**config.mk**
```make
export PLATFORM = sky130hd
export DESIGN_NAME = cska_pipe
export DESIGN_NICKNAME = d
export VERILOG_FILES = /design/src/rtl/cska_pkg.sv /design/src/rtl/cska_block.sv /design/src/rtl/cska_pipe.sv
export SDC_FILE = /design/constraint.sdc
export NUM_CORES = 1
export LEC_CHECK = 0
export CAP_MARGIN = 0
export CORE_MARGIN = 10
export CORE_UTILIZATION = 30
export DETAILED_ROUTE_END_ITERATION = 10
export GPL_ROUTABILITY_DRIVEN = 0
export PLACE_DENSITY = 0.45
export SLEW_MARGIN = 10
export SYNTH_ARGS = -nofsm -noshare
export SYNTH_HDL_FRONTEND = slang
export SYNTH_SLANG_ARGS = --single-unit
```
**constraint.sdc**
```tcl
create_clock -name clk -period 6.8 [get_ports clk]
set_input_delay 1.36 -clock clk [delete_from_list [all_inputs] [get_ports clk]]
set_output_delay 1.36 -clock clk [all_outputs]
set_load 0.03 [all_outputs]
```
**src/rtl/cska_pkg.sv**
```systemverilog
// Shared constants for the pipelined carry-skip adder: operating modes and
// the stage-count helper used to size the pipeline.
package cska_pkg;

  typedef enum logic {
    ADD = 1'b0,
    SUB = 1'b1
  } mode_e;

  function automatic int cska_latency(input int width, input int block, input int seg_blocks);
    return width / (block * seg_blocks);
  endfunction

endpackage

```
**src/rtl/cska_block.sv**
```systemverilog
// One combinational carry-skip block: ripple sum inside, block carry-out
// bypasses the ripple when every bit propagates.
module cska_block #(
  parameter int BLOCK = 4
) (
  input  logic [BLOCK-1:0] i_a,
  input  logic [BLOCK-1:0] i_b,
  input  logic             i_cin,
  output logic [BLOCK-1:0] o_sum,
  output logic             o_pall,
  output logic             o_cout
);

  logic [BLOCK-1:0] w_p;
  logic [BLOCK-1:0] w_g;
  logic [BLOCK:0]   w_c;

  assign w_p = i_a ^ i_b;
  assign w_g = i_a & i_b;

  always_comb begin
    w_c[0] = i_cin;
    for (int i = 0; i < BLOCK; i++) begin
      w_c[i+1] = w_g[i] | (w_p[i] & w_c[i]);
    end
  end

  assign o_sum  = w_p ^ w_c[BLOCK-1:0];
  assign o_pall = &w_p;
  assign o_cout = (o_pall & i_cin) | w_c[BLOCK];

endmodule

```
**src/rtl/cska_pipe.sv**
```systemverilog
// Pipelined carry-skip add/sub, one BLOCK*SEG_BLOCKS slice per stage, L-cycle latency.
// Valid/ready with a single global advance: every stage holds while the output beat is stalled.
module cska_pipe
  import cska_pkg::*;
#(
  parameter int WIDTH      = 32,
  parameter int BLOCK      = 4,
  parameter int SEG_BLOCKS = 2
) (
  input  logic             clk,
  input  logic             rst_n,
  input  logic             in_valid,
  output logic             in_ready,
  input  logic [WIDTH-1:0] a,
  input  logic [WIDTH-1:0] b,
  input  logic             cin,
  input  logic             sub,
  output logic             out_valid,
  input  logic             out_ready,
  output logic [WIDTH-1:0] sum,
  output logic             cout,
  output logic             ovf,
  output logic             zero
);

  localparam int S = BLOCK * SEG_BLOCKS;
  localparam int L = cska_latency(WIDTH, BLOCK, SEG_BLOCKS);

  logic             w_advance;
  logic [WIDTH-1:0] w_b_eff;
  logic             w_cin_eff;

  // Subtraction is folded in at the input so later stages only ever add.
  assign w_b_eff   = (sub == SUB) ? ~b : b;
  assign w_cin_eff = (sub == SUB) ? 1'b1 : cin;

  assign w_advance = ~out_valid | out_ready;
  assign in_ready  = w_advance;

  for (genvar k = 0; k < L; k++) begin : g_stage
    localparam int LO = k * S;

    logic [S-1:0]          w_a;
    logic [S-1:0]          w_b;
    logic [S-1:0]          w_seg_sum;
    logic                  w_cin;
    logic                  w_vld;
    logic                  w_cout;
    logic [SEG_BLOCKS:0]   w_bc;
    logic [SEG_BLOCKS-1:0] w_pall;
    logic [LO+S-1:0]       w_sum_all;

    logic                  r_vld;
    logic [LO+S-1:0]       r_sum;
    logic                  r_c;

    if (k == 0) begin : g_in
      assign w_a       = a[S-1:0];
      assign w_b       = w_b_eff[S-1:0];
      assign w_cin     = w_cin_eff;
      assign w_vld     = in_valid;
      assign w_sum_all = w_seg_sum;
    end else begin : g_in
      assign w_a       = g_stage[k-1].g_rem.r_a[S-1:0];
      assign w_b       = g_stage[k-1].g_rem.r_b[S-1:0];
      assign w_cin     = g_stage[k-1].r_c;
      assign w_vld     = g_stage[k-1].r_vld;
      assign w_sum_all = {w_seg_sum, g_stage[k-1].r_sum};
    end

    assign w_bc[0] = w_cin;

    for (genvar j = 0; j < SEG_BLOCKS; j++) begin : g_blk
      cska_block #(
        .BLOCK (BLOCK)
      ) u_blk (
        .i_a    (w_a[j*BLOCK +: BLOCK]),
        .i_b    (w_b[j*BLOCK +: BLOCK]),
        .i_cin  (w_bc[j]),
        .o_sum  (w_seg_sum[j*BLOCK +: BLOCK]),
        .o_pall (w_pall[j]),
        .o_cout (w_bc[j+1])
      );
    end

    // Second skip level: a fully propagating stage passes its carry-in straight on.
    assign w_cout = ((&w_pall) & w_cin) | w_bc[SEG_BLOCKS];

    always_ff @(posedge clk or negedge rst_n) begin
      if (!rst_n) begin
        r_vld <= 1'b0;
        r_sum <= '0;
        r_c   <= 1'b0;
      end else if (w_advance) begin
        r_vld <= w_vld;
        r_sum <= w_sum_all;
        r_c   <= w_cout;
      end
    end

    // Operand bits still to be consumed by later stages ride along with the beat.
    if (k < L - 1) begin : g_rem
      localparam int RW = WIDTH - (k + 1) * S;

      logic [RW-1:0] w_a_rem;
      logic [RW-1:0] w_b_rem;
      logic [RW-1:0] r_a;
      logic [RW-1:0] r_b;

      if (k == 0) begin : g_src
        assign w_a_rem = a[WIDTH-1:S];
        assign w_b_rem = w_b_eff[WIDTH-1:S];
      end else begin : g_src
        assign w_a_rem = g_stage[k-1].g_rem.r_a[RW+S-1:S];
        assign w_b_rem = g_stage[k-1].g_rem.r_b[RW+S-1:S];
      end

      always_ff @(posedge clk or negedge rst_n) begin
        if (!rst_n) begin
          r_a <= '0;
          r_b <= '0;
        end else if (w_advance) begin
          r_a <= w_a_rem;
          r_b <= w_b_rem;
        end
      end
    end

    if (k == L - 1) begin : g_last
      logic r_ovf;

      always_ff @(posedge clk or negedge rst_n) begin
        if (!rst_n) begin
          r_ovf <= 1'b0;
        end else if (w_advance) begin
          r_ovf <= w_a[S-1] ^ w_b[S-1] ^ w_seg_sum[S-1] ^ w_cout;
        end
      end
    end
  end

  assign out_valid = g_stage[L-1].r_vld;
  assign sum       = g_stage[L-1].r_sum;
  assign cout      = g_stage[L-1].r_c;
  assign ovf       = g_stage[L-1].g_last.r_ovf;
  assign zero      = ~|sum;

endmodule

```
* Yosys cells after proc, flatten, opt, wreduce, memory -nomap -nowiden
Index checks and enable logic that the tools add are counted.
Storage, ports and cells: register bits after elaboration 185, input bits 70, output and inout bits 37, logic and storage cells 153
Cells by class: multiplexer cells 2, bitwise operators 118, reductions and logical operators 14
Operator list (count):
- $xor A4 B4 Y4 | 16
- $or A1 B1 Y1 | 45
- $and A1 B1 Y1 | 44
- $and A4 B4 Y4 | 8
- $mux W32 | 1
- $not A32 Y32 | 1
- $reduce_and A4 Y1 | 8
- $reduce_and A8 Y1 | 4
- $reduce_or A32 Y1 | 1
- $xor A1 B1 Y1 | 3
- $logic_not A1 Y1 | 1
- $mux W1 | 1
- $not A1 Y1 | 1

* Depth between registers and ports, before layout
Gate-level depths: netlist of the first run.
word-level depth 22, mapped depth 18, gate-level depth less buffers 17

* Modules after synthesis
Synthesis of the first run repeated with hierarchy kept, for this count alone.
Second synthesis, totals: cells, all modules 630, area total of the unflattened synthesis 9088.7 um^2
Modules (own cells, without submodules):
- cska_pipe | times used 1, cells an instance 478, area an instance 7607.3 um^2, sequential area each 4629.4 um^2
- cska_block | times used 8, cells an instance 19, area an instance 185.2 um^2, sequential area each 0.0 um^2

* Least setup slack after synthesis of the first run
Ideal clock, no wire load.
path type input port to flip-flop, start in sub, end reg g_stage[0].r_sum[7], library setup time 116 ps, arrival time 5288 ps, data required time 6684 ps, setup slack 1396 ps, stages 17, path buffers 2, path through buf_4 > buf_4 > xor2_1 > inv_1 > fa_1 > fa_1 > fa_1 > inv_1 > fa_1 > o21ba_2 > fa_1 > fa_1 > fa_1 > inv_1 > fa_1 > nand2_1 > nand2_1
Between the ends: longest elaborated chain between the ends 18, elaborated cells between the ends (all ways) 24, those cells by class 2 x mux; 21 x bitwise; 1 x reduce/logical
Ends and longest elaborated chain:
- start, declared | RTL line cska_pipe.sv:17 | input logic sub,
- $mux W32 | RTL line cska_pipe.sv:34 | assign w_b_eff = (sub == SUB) ? ~b : b;
- $xor A4 B4 Y4 | RTL line cska_block.sv:18 | assign w_p = i_a ^ i_b;
- $and A1 B1 Y1 | RTL line cska_block.sv:24 | w_c[i+1] = w_g[i] | (w_p[i] & w_c[i]);
- $or A1 B1 Y1 | RTL line cska_block.sv:24
- $and A1 B1 Y1 | RTL line cska_block.sv:24
- $or A1 B1 Y1 | RTL line cska_block.sv:24
- $and A1 B1 Y1 | RTL line cska_block.sv:24
- $or A1 B1 Y1 | RTL line cska_block.sv:24
- (+3 left out)
- $and A1 B1 Y1 | RTL line cska_block.sv:24
- $or A1 B1 Y1 | RTL line cska_block.sv:24
- $and A1 B1 Y1 | RTL line cska_block.sv:24
- $or A1 B1 Y1 | RTL line cska_block.sv:24
- $and A1 B1 Y1 | RTL line cska_block.sv:24
- $or A1 B1 Y1 | RTL line cska_block.sv:24
- $xor A4 B4 Y4 (*) | RTL line cska_block.sv:28 | assign o_sum = w_p ^ w_c[BLOCK-1:0];
- via g_stage[0].g_blk[1].u_blk.o_sum[3] | RTL line cska_block.sv:9 | output logic [BLOCK-1:0] o_sum,
- end signal, assigned | RTL line cska_pipe.sv:96 | r_sum <= w_sum_all;
- end, declared | RTL line cska_pipe.sv:54 | logic [LO+S-1:0] r_sum;
Mark *: on every way through the listed nets, which the timed path passes. The rest lies on a longest branch. A chain may end at the register's enable or synchronous reset.

* Worst setup path in the final report of the first run
start in b[0], end reg g_stage[0].r_sum[7]
Between the ends: longest elaborated chain between the ends 19, elaborated cells between the ends (all ways) 22, those cells by class 1 x mux; 20 x bitwise; 1 x reduce/logical
Ends and longest elaborated chain:
- start, declared | RTL line cska_pipe.sv:15 | input logic [WIDTH-1:0] b,
- $not A32 Y32 | RTL line cska_pipe.sv:34
- $mux W32 (*) | RTL line cska_pipe.sv:34
- $xor A4 B4 Y4 | RTL line cska_block.sv:18
- $and A1 B1 Y1 | RTL line cska_block.sv:24
- $or A1 B1 Y1 | RTL line cska_block.sv:24
- $and A1 B1 Y1 | RTL line cska_block.sv:24
- $or A1 B1 Y1 | RTL line cska_block.sv:24
- $and A1 B1 Y1 | RTL line cska_block.sv:24
- (+4 left out)
- $and A1 B1 Y1 (*) | RTL line cska_block.sv:24
- $or A1 B1 Y1 (*) | RTL line cska_block.sv:24
- $and A1 B1 Y1 (*) | RTL line cska_block.sv:24
- $or A1 B1 Y1 (*) | RTL line cska_block.sv:24
- $and A1 B1 Y1 (*) | RTL line cska_block.sv:24
- $or A1 B1 Y1 (*) | RTL line cska_block.sv:24
- $xor A4 B4 Y4 (*) | RTL line cska_block.sv:28
- via g_stage[0].g_blk[1].u_blk.o_sum[3] | RTL line cska_block.sv:9
Marks and branches as above.

==> flow_metrics.py, run 1 <==
metrics = {
    "die": {
        "die-width_microns": 190,
        "core_sq_mm": 0.0286,
        "initial_core_util_pct": 30.3,
        "dieHeight_microns": 190,
        "rows": 62,
        "io_pins": 107,
        "die_area_sq_mm": 0.0361,
    },
    "placement": {
        "port_buffers": 106,
        "dp_hpwl_microns": 13300,
    },
    "clock_network": {
        "root_buffer": "clkbuf_16",
        "clock_sinks": 185,
        "cts_hold_buf": 0,
        "clock_path_buffers": 2,
        "cts_tree": "built",
        "clkLatencyLatePin_ns": 0.43,
        "clkTransAtPathRegs_ns": 0.08,
        "numCtsBuffers": 17,
        "htreeDepth": 4,
        "cts_setup_buffers": 0,
        "cts_resized": 0,
    },
    "critical_path": {
        "worstSetupEndpointType": "flip-flop",
        "setup.worst_path.class": "in -> reg",
        "worstPathRequired_ns": 7.12,
        "worst_setup_path_start_kind": "primary input",
        "crit_fanout": 2,
        "critPathArrivalTime_ns": 5.56,
    },
    "cells_and_area": {
        "nFillCells": 2968,
        "ff_latch_area_sq_mm": 0.00463,
        "multiInputGateArea_sq_mm": 0.00351,
        "final_cell_mix": "417 x nand2_1, 185 x dfrtp_1, 104 x clkdlybuf4s50_1",
        "layout_commonest_cell": "nand2_1",
        "drive_gt1_share_pct": 5.09,
        "diodes": 0,
        "fin_nets": 1122,
        "area_growth_pct": 21.1,
    },
    "drt": {
        "drcViolationCount": 0,
        "via_per_inst": 4.12,
        "first_pass_iters": 4,
        "drt-initial-drc-count": 380,
        "antenna_left": 0,
        "drt-total-wl_microns": 19300,
        "wire_per_inst_microns": 13.9,
        "num_vias": 5707,
    },
    "yosys": {
        "syn-num-nets": 1035,
        "async_reset_ff_share_pct": 100,
        "synthDistinctLibCells": 30,
        "ys_warn_count": 0,
        "avgSynthCellArea_sq_um": 9.61,
        "synth-seq-cells": 185,
        "netlist_instances": 901,
        "syn_area_sq_mm": 0.00866,
        "seq_area_frac_synth_pct": 53.5,
        "synth_edf_count": 0,
        "synthFlopType": "dfrtp_1",
    },
    "global_route": {
        "grtUsageTotal_pct": 11.2,
        "grt_pass1_wl_microns": 32800,
        "use_met1_pct": 16.9,
        "grt_pass1_vias": 6114,
        "met3_usage_pct": 2.16,
        "grt_max_degree": 90,
        "grtUsageMet2_pct": 15.7,
        "grt_overflow": 0,
        "antenna_found_initial": 0,
        "busiest_layer": "met1",
    },
    "sta": {
        "fin_skew_ns": 0.0127,
        "period_needed_ns": 5.24,
        "clock.fmax_mhz": 191,
        "hold_viol_final": 0,
        "fin_crit_sh_pct": 77.1,
        "rsz0062_at_grt": "no",
        "maxSlewViolCount": 0,
        "tns_ns": 0,
        "setup_violations": 0,
        "tightest_slew_ns": 0.894,
        "slew_headroom_pct": 40.4,
    },
    "power_and_ir_drop": {
        "p_leak_uw": 0.00510,
        "p_per_area_mw_per_mm2": 454,
        "ir_drop_v": 0.000344,
        "total_power_uw": 4760,
    },
    "run_status": {
        "status": "finished clean",
    },
    "run": {
        "max_cap_viol_count": 0,
    },
    "min_path": {
        "hp-class": "reg -> reg",
    },
}
metal layers:
layer	up-vias	wire [microns]
li1	2951	-
met4	0	248
met3	15	806
met2	80	7890
met1	2661	10300
met5	-	0
report_power, final:
part           switching [uW]  internal (uW)  leakage [uW]
Combinational            1110            741       0.00259
Sequential                342           1600       0.00222
Clock                     476            490      0.000286
metrics by stage:
| step | std cells | utilization, % | hold WS [ns] | setup slack (ns) | cell area (sq um) |
|---|---|---|---|---|---|
| after floorplan | 901 | - | 0.430 | 1.40 | 8660 |
| after global routing | 1385 | 36.6 | 0.485 | 1.35 | 10500 |
| final | 1385 | 36.6 | 0.466 | 1.56 | 10500 |
| after global placement | 1353 | 34.6 | 0.450 | 1.11 | 9910 |
| after CTS | 1385 | 36.6 | 0.467 | 1.54 | 10500 |
| after detailed placement | 1353 | 34.6 | 0.455 | 1.08 | 9910 |
sequential cells by signal (all words and copies together) (netlist names):
signal             flops
g_stage.g_rem.r_a     48
g_stage.g_rem.r_b     48
g_stage.r_sum         48
sum                   32
g_stage.r_c            3
g_stage.r_vld          3
cout                   1
out_valid              1
ovf                    1
kinds of logic (layout without fill, tap and decap cells):
family	Yosys count	in the layout	share of synthesized area [%]
flops	185	185	53.5
compound gates	67	67	4.35
fa+ha+maj	64	64	12.0
xor+xnor	33	33	3.34
buf+inv	90	190	5.98
simple gates	462	462	20.8
critical path, cell delays in order:
cell	delay, ns
clkdlybuf4s50_1	0.47
xor2_1	0.19
inv_1	0.08
fa_1	0.39
fa_1	0.42
fa_1	0.39
inv_1	0.08
fa_1	0.15
o21ba_2	0.18
fa_1	0.42
fa_1	0.43
fa_1	0.40
inv_1	0.08
fa_1	0.41
nand2_1	0.06
nand2_1	0.06
cell type report:
type	count	share of cell area [%]
Timing Repair Buffer	113	10.6
Tap cell	384	4.58
Multi-Input combinational cell	626	33.5
Sequential cell	185	44.2
Clock inverter	15	1.44
Clock buffer	17	4.06
Inverter	45	1.66
Yosys cell counts, types with 2 or more instances:
cell type  count  area, sq um
a21oi_1       14         70.1
xor2_1        12          105
nand4_1        8         50.1
clkbuf_1       4         15.0
buf_2         12         60.1
xnor2_1       21          184
a21oi_2        6         52.6
and4_1         2         17.5
nand2_1      417         1570
nor4_1         8         50.1
ha_1          32          400
fa_1          32          641
buf_4         14          105
buf_6         15          169
dfrtp_1      185         4630
nand2b_1       2         12.5
nor2_1        20         75.1
nand3_1        2         10.0
inv_1         44          165
o21ai_0       41          205
worst paths after layout:
path / from / to / slack, ns / depth (start not counted)
worst max register to register: g_stage[2].r_c / ovf / 2.44 / 17
worst min-delay path: g_stage[1].r_sum[2] / g_stage[2].r_sum[2] / 0.47 / 2
worst max-delay path: b[0] / g_stage[0].r_sum[7] / 1.56 / 16
max in group asynchronous: rst_n / g_stage[2].r_sum[15] / 4.65 / 2
min in group asynchronous: rst_n / sum[23] / 0.88 / 1
worst min register to register: g_stage[1].r_sum[2] / g_stage[2].r_sum[2] / 0.47 / 2
No activity file was read; power rests on OpenSTA's default activity.
==> run 2, diff against run 1 <==
==> constraint.sdc (replaced) <==
create_clock -name clk -period 4.9 [get_ports clk]
set_input_delay 0.98 -clock clk [delete_from_list [all_inputs] [get_ports clk]]
set_output_delay 0.98 -clock clk [all_outputs]
set_load 0.03 [all_outputs]
==> flow_metrics.py, run 2 (synthesis gave the netlist of run 1 again) <==
metrics = {
    "die": {
        "initial_core_util_pct": 30.3,
        "die-width_microns": 190,
        "die_area_sq_mm": 0.0361,
        "rows": 62,
        "io_pins": 107,
        "core_sq_mm": 0.0286,
        "dieHeight_microns": 190,
    },
    "sta": {
        "period_needed_ns": 4.64,
        "setup_slack_ns": 0.259,
        "setup_violations": 0,
        "hold_viol_final": 0,
        "slew_headroom_pct": 31.9,
        "fin_crit_sh_pct": 94.7,
        "rsz0062_at_grt": "no",
        "clock.fmax_mhz": 215,
        "tightest_slew_ns": 1.02,
        "maxSlewViolCount": 0,
        "fin_skew_ns": 0.0151,
        "tns_ns": 0,
    },
    "clock_network": {
        "htreeDepth": 4,
        "clock_path_buffers": 2,
        "numCtsBuffers": 17,
        "root_buffer": "clkbuf_16",
        "clock_sinks": 185,
        "cts_tree": "built",
        "clkLatencyLatePin_ns": 0.43,
        "cts_setup_buffers": 0,
        "clkTransAtPathRegs_ns": 0.08,
    },
    "critical_path": {
        "slowest_delay_ns": 0.47,
        "cp_cell_sequence": "clkdlybuf4s50_1 -> xor2_1 -> inv_1 -> fa_2 -> fa_2 -> fa_1 -> inv_1 -> fa_1 -> o21ba_2 -> fa_2 -> fa_2 -> fa_1 -> inv_1 -> fa_1 -> nand2_1 -> nand2_1",
        "worst-path-buf-inv": 4,
        "worst_setup_path_start_kind": "primary input",
        "critPathArrivalTime_ns": 4.96,
        "crit_fanout": 2,
        "slowest_stage": "clkdlybuf4s50_1",
        "setup.worst_path.class": "in -> reg",
        "critical-path-top-delay-family": "adder cells",
        "worstPathRequired_ns": 5.22,
        "worstSetupEndpointType": "flip-flop",
    },
    "power_and_ir_drop": {
        "p_per_area_mw_per_mm2": 631,
        "power_frac_clock_pct": 20.3,
        "power_frac_seq_pct": 40.5,
        "switching_share_pct": 40.7,
        "p_sw_uw": 2710,
        "pwr-share-comb_pct": 39.1,
        "p_int_uw": 3950,
        "p_leak_uw": 0.00512,
        "ir_drop_v": 0.000305,
        "total_power_uw": 6660,
    },
    "global_route": {
        "use_met1_pct": 17.0,
        "grtUsageMet2_pct": 14.8,
        "busiest_layer": "met1",
        "grt_pass1_wl_microns": 32500,
        "antenna_found_initial": 1,
        "grt_overflow": 0,
        "grt_pass1_vias": 5890,
        "grtUsageTotal_pct": 11.1,
        "grt_max_degree": 174,
        "met3_usage_pct": 3.06,
    },
    "run": {
        "max_cap_viol_count": 0,
    },
    "cells_and_area": {
        "diodes": 0,
        "largest_registers": "g_stage.g_rem.r_a (48), g_stage.g_rem.r_b (48), g_stage.r_sum (48)",
        "fin_util_pct": 36.9,
        "layout_commonest_cell": "nand2_1",
        "nFillCells": 2966,
        "fin_nets": 1127,
        "drive_gt1_share_pct": 5.86,
        "final_cell_mix": "417 x nand2_1, 185 x dfrtp_1, 104 x clkdlybuf4s50_1",
        "area_growth_pct": 21.8,
    },
    "run_status": {
        "status": "finished clean",
    },
    "drt": {
        "drt-total-wl_microns": 19300,
        "via_per_inst": 4.11,
        "first_pass_iters": 4,
        "wire_per_inst_microns": 13.9,
        "drt-initial-drc-count": 399,
        "drcViolationCount": 0,
        "num_vias": 5708,
        "antenna_left": 0,
    },
    "min_path": {
        "hp-class": "reg -> reg",
    },
    "placement": {
        "preCtsSetupSlack_ns": -0.324,
        "dp_hpwl_microns": 13200,
        "port_buffers": 106,
    },
}
run 2: layout make-up:
| type | instances | area (sq um) | area share [%] |
|---|---|---|---|
| Inverter | 45 | 174 | 1.65 |
| Clock inverter | 14 | 154 | 1.46 |
| Multi-Input combinational cell | 626 | 3520 | 33.4 |
| Clock buffer | 18 | 429 | 4.07 |
| Tap cell | 384 | 480 | 4.55 |
| Timing Repair Buffer | 118 | 1160 | 11.0 |
| Sequential cell | 185 | 4630 | 43.9 |
run 2: stage by stage:
stage / hold slack (ns) / cells / cell area, sq um
after floorplan: 0.430 / 901 / 8670
after global placement: 0.452 / 1358 / 9960
after detailed placement: 0.455 / 1358 / 9960
after CTS: 0.474 / 1390 / 10500
after global routing: 0.485 / 1390 / 10600
final: 0.469 / 1390 / 10600
run 2: power by group through the flow:
stage / Combinational [uW] / Clock [uW] / Sequential, uW
final: 2610 / 1350 / 2700
after global routing: 3030 / 1480 / 2810
after CTS: 2680 / 1410 / 2720
after detailed placement: 2670 / 0 / 2750
after global placement: 2640 / 0 / 2730
after floorplan: 1580 / 0 / 2880
run 2: routing by layer:
metal,vias up,part of all wire (%),routed length (microns)
li1,2956,-,-
met1,2654,55,10600
met2,84,40,7670
met3,12,4.7,903
met4,2,0.92,177
met5,-,0.067,13
run 2: path summary, 6_finish.rpt:
kind / from / end / slack (ns) / cells past startpoint
max in group asynchronous: rst_n / sum[9] / 3.24 / 2
min: g_stage[2].r_sum[11] / g_stage[2].r_sum[11] / 0.47 / 2
min in group asynchronous: rst_n / sum[22] / 0.62 / 1
max reg2reg: g_stage[2].g_rem.r_b[0] / ovf / 0.51 / 17
max: b[0] / g_stage[0].r_sum[7] / 0.26 / 16
min reg2reg: g_stage[2].r_sum[11] / g_stage[2].r_sum[11] / 0.47 / 2
run 2: worst min-delay path, cell delays in order (launching register included):
cell,delay [ns]
dfrtp_1,0.34
nand2_1,0.05
nand2_1,0.05
run 2: what timing repair did:
item,in CTS,in global routing
hold buffers,0,0
gates resized for setup,0,2
setup endpoints to repair,0,2
==> run 3, diff against run 2 <==
--- a/config.mk
+++ b/config.mk
@@ -10,7 +10,7 @@
 export CORE_UTILIZATION = 30
 export DETAILED_ROUTE_END_ITERATION = 10
 export GPL_ROUTABILITY_DRIVEN = 0
-export PLACE_DENSITY = 0.45
+export PLACE_DENSITY_LB_ADDON = 0.08
 export SLEW_MARGIN = 10
 export SYNTH_ARGS = -nofsm -noshare
 export SYNTH_HDL_FRONTEND = slang
==> flow_metrics.py, run 3 (synthesis gave the netlist of run 1 again) <==
metrics = {
    "drt": {
        "antenna_left": 0,
        "drt-total-wl_microns": 19800,
        "via_per_inst": 4.07,
        "drcViolationCount": 0,
        "drt-initial-drc-count": 273,
        "num_vias": 5656,
        "wire_per_inst_microns": 14.2,
        "first_pass_iters": 4,
    },
    "critical_path": {
        "r2r_end": "ovf",
        "startpoint": "b[0]",
        "worst_setup_path_start_kind": "primary input",
        "r2r_setup_slack_ns": 0.56,
        "worstSetupEndpointType": "flip-flop",
        "crit_fanout": 2,
        "setup.worst_path.class": "in -> reg",
        "critPathArrivalTime_ns": 4.96,
        "worstPathRequired_ns": 5.22,
        "crit_end": "g_stage[0].r_sum[7]",
        "reg2reg_depth": 17,
        "r2r-start": "g_stage[2].r_c",
    },
    "run_status": {
        "status": "finished clean",
    },
    "global_route": {
        "grt_overflow": 0,
        "grtUsageTotal_pct": 11.4,
        "grt_pass1_wl_microns": 33400,
        "grt_pass1_vias": 6008,
        "antenna_found_initial": 0,
        "grt_max_degree": 96,
    },
    "die": {
        "io_pins": 107,
        "core_sq_mm": 0.0286,
        "rows": 62,
        "die_area_sq_mm": 0.0361,
        "dieHeight_microns": 190,
        "die-width_microns": 190,
        "initial_core_util_pct": 30.3,
    },
    "cells_and_area": {
        "drive_gt1_share_pct": 6.06,
        "fin_nets": 1128,
        "area_growth_pct": 21.8,
        "stdcell_count": 1391,
        "layout_commonest_cell": "nand2_1",
        "nFillCells": 2908,
        "largest_registers": "g_stage.g_rem.r_a (48), g_stage.g_rem.r_b (48), g_stage.r_sum (48)",
        "diodes": 0,
        "ff_latch_area_sq_mm": 0.00463,
        "final_cell_mix": "417 x nand2_1, 185 x dfrtp_1, 104 x clkdlybuf4s50_1",
        "multiInputGateArea_sq_mm": 0.00352,
    },
    "sta": {
        "clock.fmax_mhz": 216,
        "fin_skew_ns": 0.0117,
        "slew_headroom_pct": 36.1,
        "rsz0062_at_grt": "no",
        "tightest_slew_ns": 0.959,
        "setup_violations": 0,
        "period_needed_ns": 4.63,
        "hold_viol_final": 0,
        "holdWs_ns": 0.464,
        "maxSlewViolCount": 0,
        "fin_crit_sh_pct": 94.6,
    },
    "power_and_ir_drop": {
        "p_leak_uw": 0.00512,
        "p_per_area_mw_per_mm2": 631,
        "ir_drop_v": 0.000395,
    },
    "clock_network": {
        "clock_sinks": 185,
        "clkLatencyLatePin_ns": 0.43,
        "cts_setup_buffers": 0,
        "cts_tree": "built",
        "clkTransAtPathRegs_ns": 0.08,
        "htreeDepth": 4,
        "numCtsBuffers": 17,
        "clock_path_buffers": 2,
        "root_buffer": "clkbuf_16",
    },
    "placement": {
        "dp_hpwl_microns": 13700,
        "placed_cells": 1359,
        "port_buffers": 106,
    },
    "min_path": {
        "hp-class": "reg -> reg",
    },
    "run": {
        "max_cap_viol_count": 0,
    },
}
[run 3: cell types whose count changed in the layout (fill, tap and decap cells not counted), sizes merged]
cell / before / now
clkinvlp: 0 / 3
clkinv: 6 / 4
inv: 53 / 51
buf: 13 / 14
clkbuf: 19 / 20
[run 3: worst min-delay path by stage]
stage,startpoint,endpoint,slack (ns),cells after the start
after CTS,g_stage[0].r_sum[0],g_stage[1].r_sum[0],0.47,2
after global routing,g_stage[1].g_rem.r_b[13],g_stage[1].g_rem.r_b[13],0.49,2
after global placement,g_stage[2].r_sum[4],g_stage[2].r_sum[4],0.45,2
after floorplan,g_stage[2].r_vld,g_stage[2].r_vld,0.43,2
after detailed placement,g_stage[1].g_rem.r_b[13],g_stage[1].g_rem.r_b[13],0.46,2
final,g_stage[0].r_sum[0],g_stage[1].r_sum[0],0.46,2
[run 3: through the flow]
| step | utilization (%) | setup slack [ns] | power (uW) | setup TNS, ns | area (sq um) |
|---|---|---|---|---|---|
| CTS | 36.8 | 0.143 | 6800 | 0 | 10500 |
| finish | 36.9 | 0.265 | 6660 | 0 | 10500 |
| floorplan | - | 0.0223 | 4460 | 0 | 8670 |
| detailed placement | 34.8 | -0.323 | 5400 | -0.530 | 9960 |
| global placement | 34.8 | -0.307 | 5370 | -0.483 | 9960 |
| global route | 36.9 | 0.0370 | 7290 | 0 | 10500 |
[run 3: layout make-up]
class / count / area share, %
clock buffer: 19 / 4.29
clock inverter: 13 / 1.26
timing repair buffer: 119 / 11.0
sequential: 185 / 43.9
inverter: 45 / 1.65
multi-input combinational: 626 / 33.4
tap: 384 / 4.55
[run 3: timing repair]
item,CTS,global route
endpoints found under the setup margin,0,1
resized for setup,0,2
hold buffers,0,0
[run 3: power breakdown]
group / total (uW) / switching, uW / internal (uW)
Sequential: 2700 / 484 / 2220
Combinational: 2590 / 1560 / 1040
Clock: 1360 / 661 / 703
[run 3: critical path, stage by stage]
cell             delay, ns
clkdlybuf4s50_1       0.47
xor2_1                0.19
inv_1                 0.08
fa_2                  0.35
fa_2                  0.37
fa_1                  0.39
inv_1                 0.08
fa_1                  0.16
o21ba_2               0.18
fa_2                  0.36
fa_2                  0.36
fa_1                  0.38
inv_1                 0.08
fa_1                  0.41
nand2_1               0.06
nand2_1               0.06
[run 3: metal layers]
layer / GRT usage (%) / share of wire (%) / vias up
met1: 18.3 / 57 / 2613
met2: 14.6 / 38 / 81
li1: - / - / 2952
met4: 3.30 / 0.90 / 0
met5: 0 / 0 / -
met3: 2.62 / 4.4 / 10
